<file path="config.mk">
export PLATFORM = sky130hd
export DESIGN_NAME = uinst_sequencer
export DESIGN_NICKNAME = d
export VERILOG_FILES = /design/src/rtl/uinst_sequencer.sv
export SDC_FILE = /design/constraint.sdc
export NUM_CORES = 1
export LEC_CHECK = 0
export ABC_AREA = 1
export CAP_MARGIN = 40
export CORE_UTILIZATION = 46
export CTS_BUF_LIST = sky130_fd_sc_hd__clkbuf_4 sky130_fd_sc_hd__clkbuf_8
export DETAILED_ROUTE_END_ITERATION = 8
export PLACE_DENSITY = 0.82
export SETUP_SLACK_MARGIN = 0.4
export SYNTH_ARGS = -nofsm -noshare
export SYNTH_HDL_FRONTEND = slang
export SYNTH_SLANG_ARGS = --single-unit
export TNS_END_PERCENT = 10
</file>
<file path="constraint.sdc">
create_clock -name clk -period 2.1 [get_ports clk]
set_input_delay 0.525 -clock clk [delete_from_list [all_inputs] [get_ports clk]]
set_output_delay 0.525 -clock clk [all_outputs]
set_load 0.03 [all_outputs]
</file>
<file path="src/rtl/uinst_sequencer.sv">
// rtl/uinst_sequencer.sv - microcode sequencer: fetches ROM words, issues EXEC words over valid/ready
// and consumes JUMP, single-level LOOP and HALT locally.
module uinst_sequencer #(
  parameter int ADDR_WIDTH = 12,
  parameter int DATA_WIDTH = 64
) (
  input  logic                  clk,
  input  logic                  rstn,
  input  logic                  start,
  input  logic [ADDR_WIDTH-1:0] start_addr,
  output logic                  rom_en,
  output logic [ADDR_WIDTH-1:0] rom_addr,
  input  logic [DATA_WIDTH-1:0] rom_dout,
  output logic                  uinst_valid,
  output logic [DATA_WIDTH-1:0] uinst_data,
  input  logic                  uinst_ready,
  output logic                  busy,
  output logic                  done
);

  typedef enum logic [1:0] {IDLE, FETCH, DECODE, ISSUE} state_t;

  localparam logic [1:0] OP_EXEC = 2'b00;
  localparam logic [1:0] OP_JUMP = 2'b01;
  localparam logic [1:0] OP_LOOP = 2'b10;
  localparam logic [ADDR_WIDTH-1:0] PC_ONE = ADDR_WIDTH'(1);

  state_t                  state;
  logic [ADDR_WIDTH-1:0]   pc;
  logic                    loop_active;
  logic [7:0]              loop_cnt;
  logic [1:0]              op;
  logic [ADDR_WIDTH-1:0]   tgt;
  logic [7:0]              cnt;

  assign op       = rom_dout[DATA_WIDTH-1 -: 2];
  assign tgt      = rom_dout[DATA_WIDTH-3 -: ADDR_WIDTH];
  assign cnt      = rom_dout[7:0];
  assign rom_addr = pc;

  // rom_en is raised on every transition into FETCH so the ROM read lines up with DECODE.
  always_ff @(posedge clk or negedge rstn) begin
    if (!rstn) begin
      state       <= IDLE;
      pc          <= '0;
      loop_active <= 1'b0;
      loop_cnt    <= '0;
      rom_en      <= 1'b0;
      uinst_valid <= 1'b0;
      uinst_data  <= '0;
      busy        <= 1'b0;
      done        <= 1'b0;
    end else begin
      rom_en <= 1'b0;
      done   <= 1'b0;
      case (state)
        IDLE: begin
          if (start) begin
            pc          <= start_addr;
            loop_active <= 1'b0;
            rom_en      <= 1'b1;
            busy        <= 1'b1;
            state       <= FETCH;
          end
        end
        FETCH: state <= DECODE;
        DECODE: begin
          state  <= FETCH;
          rom_en <= 1'b1;
          case (op)
            OP_EXEC: begin
              uinst_data  <= rom_dout;
              uinst_valid <= 1'b1;
              rom_en      <= 1'b0;
              state       <= ISSUE;
            end
            OP_JUMP: pc <= tgt;
            OP_LOOP: begin
              // loop_cnt holds the repeats still owed after the current pass.
              if (!loop_active) begin
                if (cnt == 8'd0) begin
                  pc <= pc + PC_ONE;
                end else begin
                  loop_active <= 1'b1;
                  loop_cnt    <= cnt - 8'd1;
                  pc          <= tgt;
                end
              end else if (loop_cnt == 8'd0) begin
                loop_active <= 1'b0;
                pc          <= pc + PC_ONE;
              end else begin
                loop_cnt <= loop_cnt - 8'd1;
                pc       <= tgt;
              end
            end
            default: begin
              done   <= 1'b1;
              busy   <= 1'b0;
              rom_en <= 1'b0;
              state  <= IDLE;
            end
          endcase
        end
        ISSUE: begin
          if (uinst_ready) begin
            uinst_valid <= 1'b0;
            pc          <= pc + PC_ONE;
            rom_en      <= 1'b1;
            state       <= FETCH;
          end
        end
        default: state <= IDLE;
      endcase
    end
  end

endmodule

</file>
### Word-level counts from Yosys, hierarchy flattened

Index checks and enable logic that the tools add are counted.

| storage, ports and cells | value |
|---|---|
| register bits after elaboration | 91 |
| bits in latches | 0 |
| bits in writable memories | 0 |
| ROM bits | 0 |
| bits of input ports | 80 |
| output and inout bits | 80 |
| logic and storage cells | 73 |
| memories | 0 |

| operators by class | value |
|---|---|
| $add $sub $neg | 3 |
| multiply operators | 0 |
| div/mod/pow operators | 0 |
| $lt $le $gt $ge | 0 |
| equal/unequal tests | 13 |
| shift operators | 0 |
| muxes and demuxes | 32 |
| bitwise logic cells | 0 |
| reduce and logical (&&, ||, !) cells | 16 |

Operators with widths:

| operator | number |
|---|---|
| $mux W12 | 5 |
| $pmux W12 S3 | 1 |
| $mux W8 | 3 |
| $pmux W12 S2 | 1 |
| $logic_not A8 Y1 | 2 |
| $sub A8 B1 Y8 const B | 2 |
| $mux W1 | 14 |
| $add A12 B1 Y12 const B | 1 |
| $ne A2 B2 Y1 const B | 6 |
| $reduce_and A3 Y1 | 3 |
| $pmux W2 S4 | 1 |
| $reduce_and A4 Y1 | 2 |
| $eq A2 B2 Y1 const B | 3 |
| $pmux W1 S2 | 3 |
| $eq A2 B1 Y1 const B | 2 |
| $logic_not A2 Y1 | 2 |
| $mux W2 | 2 |
| $pmux W2 S2 | 1 |
| $reduce_and A2 Y1 | 2 |
| $reduce_bool A2 Y1 | 2 |
| $ne A3 B2 Y1 const B | 1 |
| $pmux W1 S3 | 1 |
| $reduce_bool A3 Y1 | 1 |
| $reduce_or A3 Y1 | 1 |
| other kinds (2) | 2 |

### Longest topological paths before layout

| depth | value |
|---|---|
| word-level depth | 5 |
| gate-level depth with buffers | 12 |
| depth with buffers taken out | 11 |

### Least setup slack after synthesis

Ideal clock, no wire load.

| path | value |
|---|---|
| kind | register -> register |
| start | register pc[0], in the netlist rom_addr[0] |
| end | register pc[10], in the netlist rom_addr[10] |
| library setup time | 0.117 ns |
| data arrival time | 1.473 ns |
| required time | 1.983 ns |
| slack | 0.510 ns |
| stages on the path, launching flop included | 10 |
| path buffers | 0 |
| period minus slack after synthesis | 1.590 ns |
| cell sequence | dfrtp_1 > ha_1 > nand2_1 > nor2_1 > nand3_1 > xor2_1 > nand2_1 > nand3_1 > nand2_1 > nand2_1 |

| between the ends | value |
|---|---|
| cells in the longest elaborated chain, start to end | 5 |
| elaborated cells between the ends (all ways) | 7 |
| those cells by class | 1 x add/sub; 6 x mux |

Ends and longest elaborated chain:

| item | RTL line | source |
|---|---|---|
| start, declared | 29 | `logic [ADDR_WIDTH-1:0] pc;` |
| start signal, assigned | 59 | `pc <= start_addr;` |
| start signal, assigned | 77 | `OP_JUMP: pc <= tgt;` |
| start signal, assigned | 82 | `pc <= pc + PC_ONE;` |
| $add A12 B1 Y12 (*) | 82, 90, 107 |  |
| $mux W12 (on tied branches) | 81, 88 |  |
| $mux W12 | 80 | `if (!loop_active) begin` |
| $pmux W12 S2 | 70 | `case (op)` |
| $pmux W12 S3 (*) | 56 | `case (state)` |

Every way passes the cells marked *; elsewhere a longest branch is shown, timed or not. The select of a mux whose other input is x is not followed.
A chain may end at the register's enable or synchronous reset.

### Worst setup path after layout

| path | value |
|---|---|
| start | register uinst_data[11] |
| end | output uinst_data[11] |

RTL lines:

| item | RTL line | source |
|---|---|---|
| start, declared | 15 | `output logic [DATA_WIDTH-1:0] uinst_data,` |
| start signal, assigned | 72 | `uinst_data <= rom_dout;` |

No word-level cell between the ends.

==> impl_metrics.env <==
export IMPL_grt_pass1_vias=4147
export IMPL_cts_hold_buf=0
export IMPL_synthesis_nets=658
export IMPL_start_util_pct=47.70
export IMPL_max_clock_freq_mhz=511.1
export IMPL_place_hpwl_mm=8.892
export IMPL_worstSetupPathDepth=1
export IMPL_setup_violations=0
export IMPL_yosysWarningCount=0
export IMPL_nFillCells=722
export IMPL_via_count=4325
export IMPL_max_stage_delay_ns=0.70
export IMPL_rsz0062_at_grt="yes"
export IMPL_finClkSkew_ns=0.01052
export IMPL_clk_path_buf_depth=2
export IMPL_maxCapViolCount=0
export IMPL_regToRegStartpoint="loop_active"
export IMPL_cts_tree="yes"
export IMPL_final_area_sq_um=6684
export IMPL_detail_route_wl_per_cell_microns=14.46
export IMPL_pwr_density_cell_nw_per_um2=1514
export IMPL_core_sq_um=9240
export IMPL_syn_area_sq_um=4408
export IMPL_status="finished, final reports clean"
export IMPL_reg2reg_slack_ns=0.42
export IMPL_die_h_microns=99.89
export IMPL_cp_start_kind="flip-flop"
export IMPL_r2r_end="loop_cnt[6]"
export IMPL_critPathCaptureType="primary output"
export IMPL_min_path_type="input pin to async pin"
export IMPL_cp_top_family="buffers and inverters"
export IMPL_grt_max_degree=58
export IMPL_drtIter0Drc=153
export IMPL_cp_endpoint="uinst_data[11]"
export IMPL_nNetsFinal=836
export IMPL_postSynthCellCount=567
export IMPL_clock_latency_ns=0.36
export IMPL_num_rows=35
export IMPL_place_area_sq_um=6243
export IMPL_grt_pass1_wl_mm=19.33
export IMPL_cp_required_ns=1.57
export IMPL_cpMaxStageDelayCell="clkdlybuf4s50_1"
export IMPL_die_area_sq_um=9978
export IMPL_fin_crit_sh_pct=93.17
export IMPL_htree_levels=3
export IMPL_slew_headroom_pct=70.10
export IMPL_syn_to_final_growth_pct=51.63
export IMPL_vias_per_cell=4.920
export IMPL_p_total_mw=10.12
export IMPL_numCtsBuffers=9
export IMPL_ant_nets=0
export IMPL_layout_drive_gt1_share_pct=11.73
export IMPL_final_min_clock_period_ns=1.956
export IMPL_track_usage_pct=24.70
export IMPL_synth_seq_cells=91
export IMPL_irDropWorstVdd_mv=0.7512
export IMPL_globalplace_congestion=0.8777
export IMPL_avgSynthCellArea_sq_um=7.774
export IMPL_clk_pin_slew_ns=0.10
export IMPL_io_buffers=159
export IMPL_drc_errors=0
export IMPL_synth_yosys_seq_area_share_pct=51.66
export IMPL_p_leak_nw=3.526
export IMPL_worst_pin_slew_ns=0.4485
export IMPL_overflow=0
export IMPL_synthDistinctLibCells=32
export IMPL_worstPathMaxFanout=2
export IMPL_critPathKind="flip-flop to primary output"
export IMPL_worstSetupStartpoint="uinst_data[11]"
export IMPL_die_w_microns=99.89
export IMPL_hold_viol_final=0
export IMPL_root_buffer="clkbuf_8"
export IMPL_cp_num_buf_inv=1
export IMPL_reg2reg_depth=9
export IMPL_crit_arrival_ns=1.43
export IMPL_tns_ns=0
export IMPL_fin_util_pct=72.34
export IMPL_drv_slew=0
export IMPL_cts_num_sinks=91
export IMPL_drtPass1Iterations=5
export IMPL_io_pins=160
export IMPL_worstPathCellList="clkdlybuf4s50_1"
export IMPL_antenna_found_initial=0
export IMPL_diodes=0
export IMPL_routed_wl_mm=12.71
synth_stat cells, drive strengths merged:
master | number | area share (%)
nor3 | 4 | 0.57
inv | 40 | 3.5
ha | 11 | 3.1
nand3 | 24 | 3.1
o2111ai | 1 | 0.20
nand3b | 1 | 0.17
xor2 | 8 | 1.6
xnor2 | 3 | 0.60
a21oi | 3 | 0.34
dfrtp | 91 | 52
mux2i | 1 | 0.23
clkbuf | 7 | 0.60
o22ai | 3 | 0.43
buf | 10 | 1.7
or2 | 3 | 0.48
nor2 | 30 | 2.7
nand2 | 303 | 26
o21ai | 24 | 2.7
report_power, final:
group	total, mW	internal [mW]	switching (mW)
Combinational	5.45	2.18	3.27
Sequential	3.20	2.59	0.605
Clock	1.47	0.804	0.667
Total	10.1	5.58	4.54
per-layer routing:
| layer | track usage (%) | share of wire, % | vias to the layer above |
|---|---|---|---|
| met1 | 29.50 | 40 | 2047 |
| met3 | 4.387 | 4.5 | 35 |
| li1 | - | - | 2100 |
| met5 | 0 | 0 | - |
| met4 | 11.43 | 4.0 | 0 |
| met2 | 43.40 | 51 | 143 |
state kept, by name (all words and copies together) (netlist names):
signal,flops
rom_addr,12
rom_en,1
uinst_valid,1
loop_active,1
state,2
loop_cnt,8
busy,1
uinst_data,64
done,1
logic make-up after synthesis:
kind of cell,after synthesis,share of synthesized area [%]
compound gates,31,3.690
xor+xnor,11,2.186
fa+ha+maj,11,3.122
buf+inv,57,5.734
flops,91,51.66
mux,1,0.2271
simple gates,365,33.38
how the worst min path moves through the flow:
| stage | cells past startpoint | end | slack, ns | from |
|---|---|---|---|---|
| finish | 1 | uinst_data[46] | 0.09 | rstn |
| global route | 1 | uinst_data[46] | 0.11 | rstn |
| CTS | 1 | uinst_data[46] | 0.10 | rstn |
| detailed placement | 2 | uinst_data[9] | 0.46 | uinst_data[9] |
| global placement | 2 | uinst_data[13] | 0.46 | uinst_data[13] |
| floorplan | 0 | busy | 0.23 | rstn |
repair_timing:
| item | CTS | global route |
|---|---|---|
| gates resized for setup | 35 | 44 |
| buffers inserted | 0 | 4 |
| cloned | 0 | 3 |
| pin swaps | 0 | 8 |
| setup endpoints to repair | 154 | 151 |
cell type report:
class / count / area (sq um) / area share, %
tap: 129 / 161.4 / 2.415
clock inverter: 7 / 123.9 / 1.853
timing repair buffer: 181 / 1858 / 27.80
multi-input combinational: 422 / 1973 / 29.52
sequential: 91 / 2281 / 34.13
inverter: 40 / 162.7 / 2.434
clock buffer: 9 / 123.9 / 1.853
stage by stage:
stage / setup WS, ns / std cells / hold slack, ns
5_1_grt: 0.1103 / 879 / 0.1061
6_report: 0.1435 / 879 / 0.08881
4_1_cts: 0.1367 / 872 / 0.1019
3_5_place_dp: -0.1115 / 856 / 0.4649
2_1_floorplan: 0.5099 / 567 / 0.2294
3_3_place_gp: -0.04280 / 856 / 0.4604
cells in the final DEF, fill, tap and decap left out, drive strengths merged:
cell | netlist | routed
a21oi | 3 | 3
xnor2 | 3 | 3
nor2 | 30 | 30
dlymetal6s2s | 0 | 16
nand3 | 24 | 25
buf | 10 | 23
nand3b | 1 | 1
o21ai | 24 | 24
ha | 11 | 11
xor2 | 8 | 8
mux2i | 1 | 1
bufinv | 0 | 3
o22ai | 3 | 3
nand2 | 303 | 305
inv | 40 | 41
dfrtp | 91 | 91
or2 | 3 | 3
clkdlybuf4s15 | 0 | 11
dlygate4sd2 | 0 | 4
nor3 | 4 | 4
clkdlybuf4s50 | 0 | 127
clkinv | 0 | 3
o2111ai | 1 | 1
clkbuf | 7 | 9
Note: power is estimated with default switching activity, not from simulation.
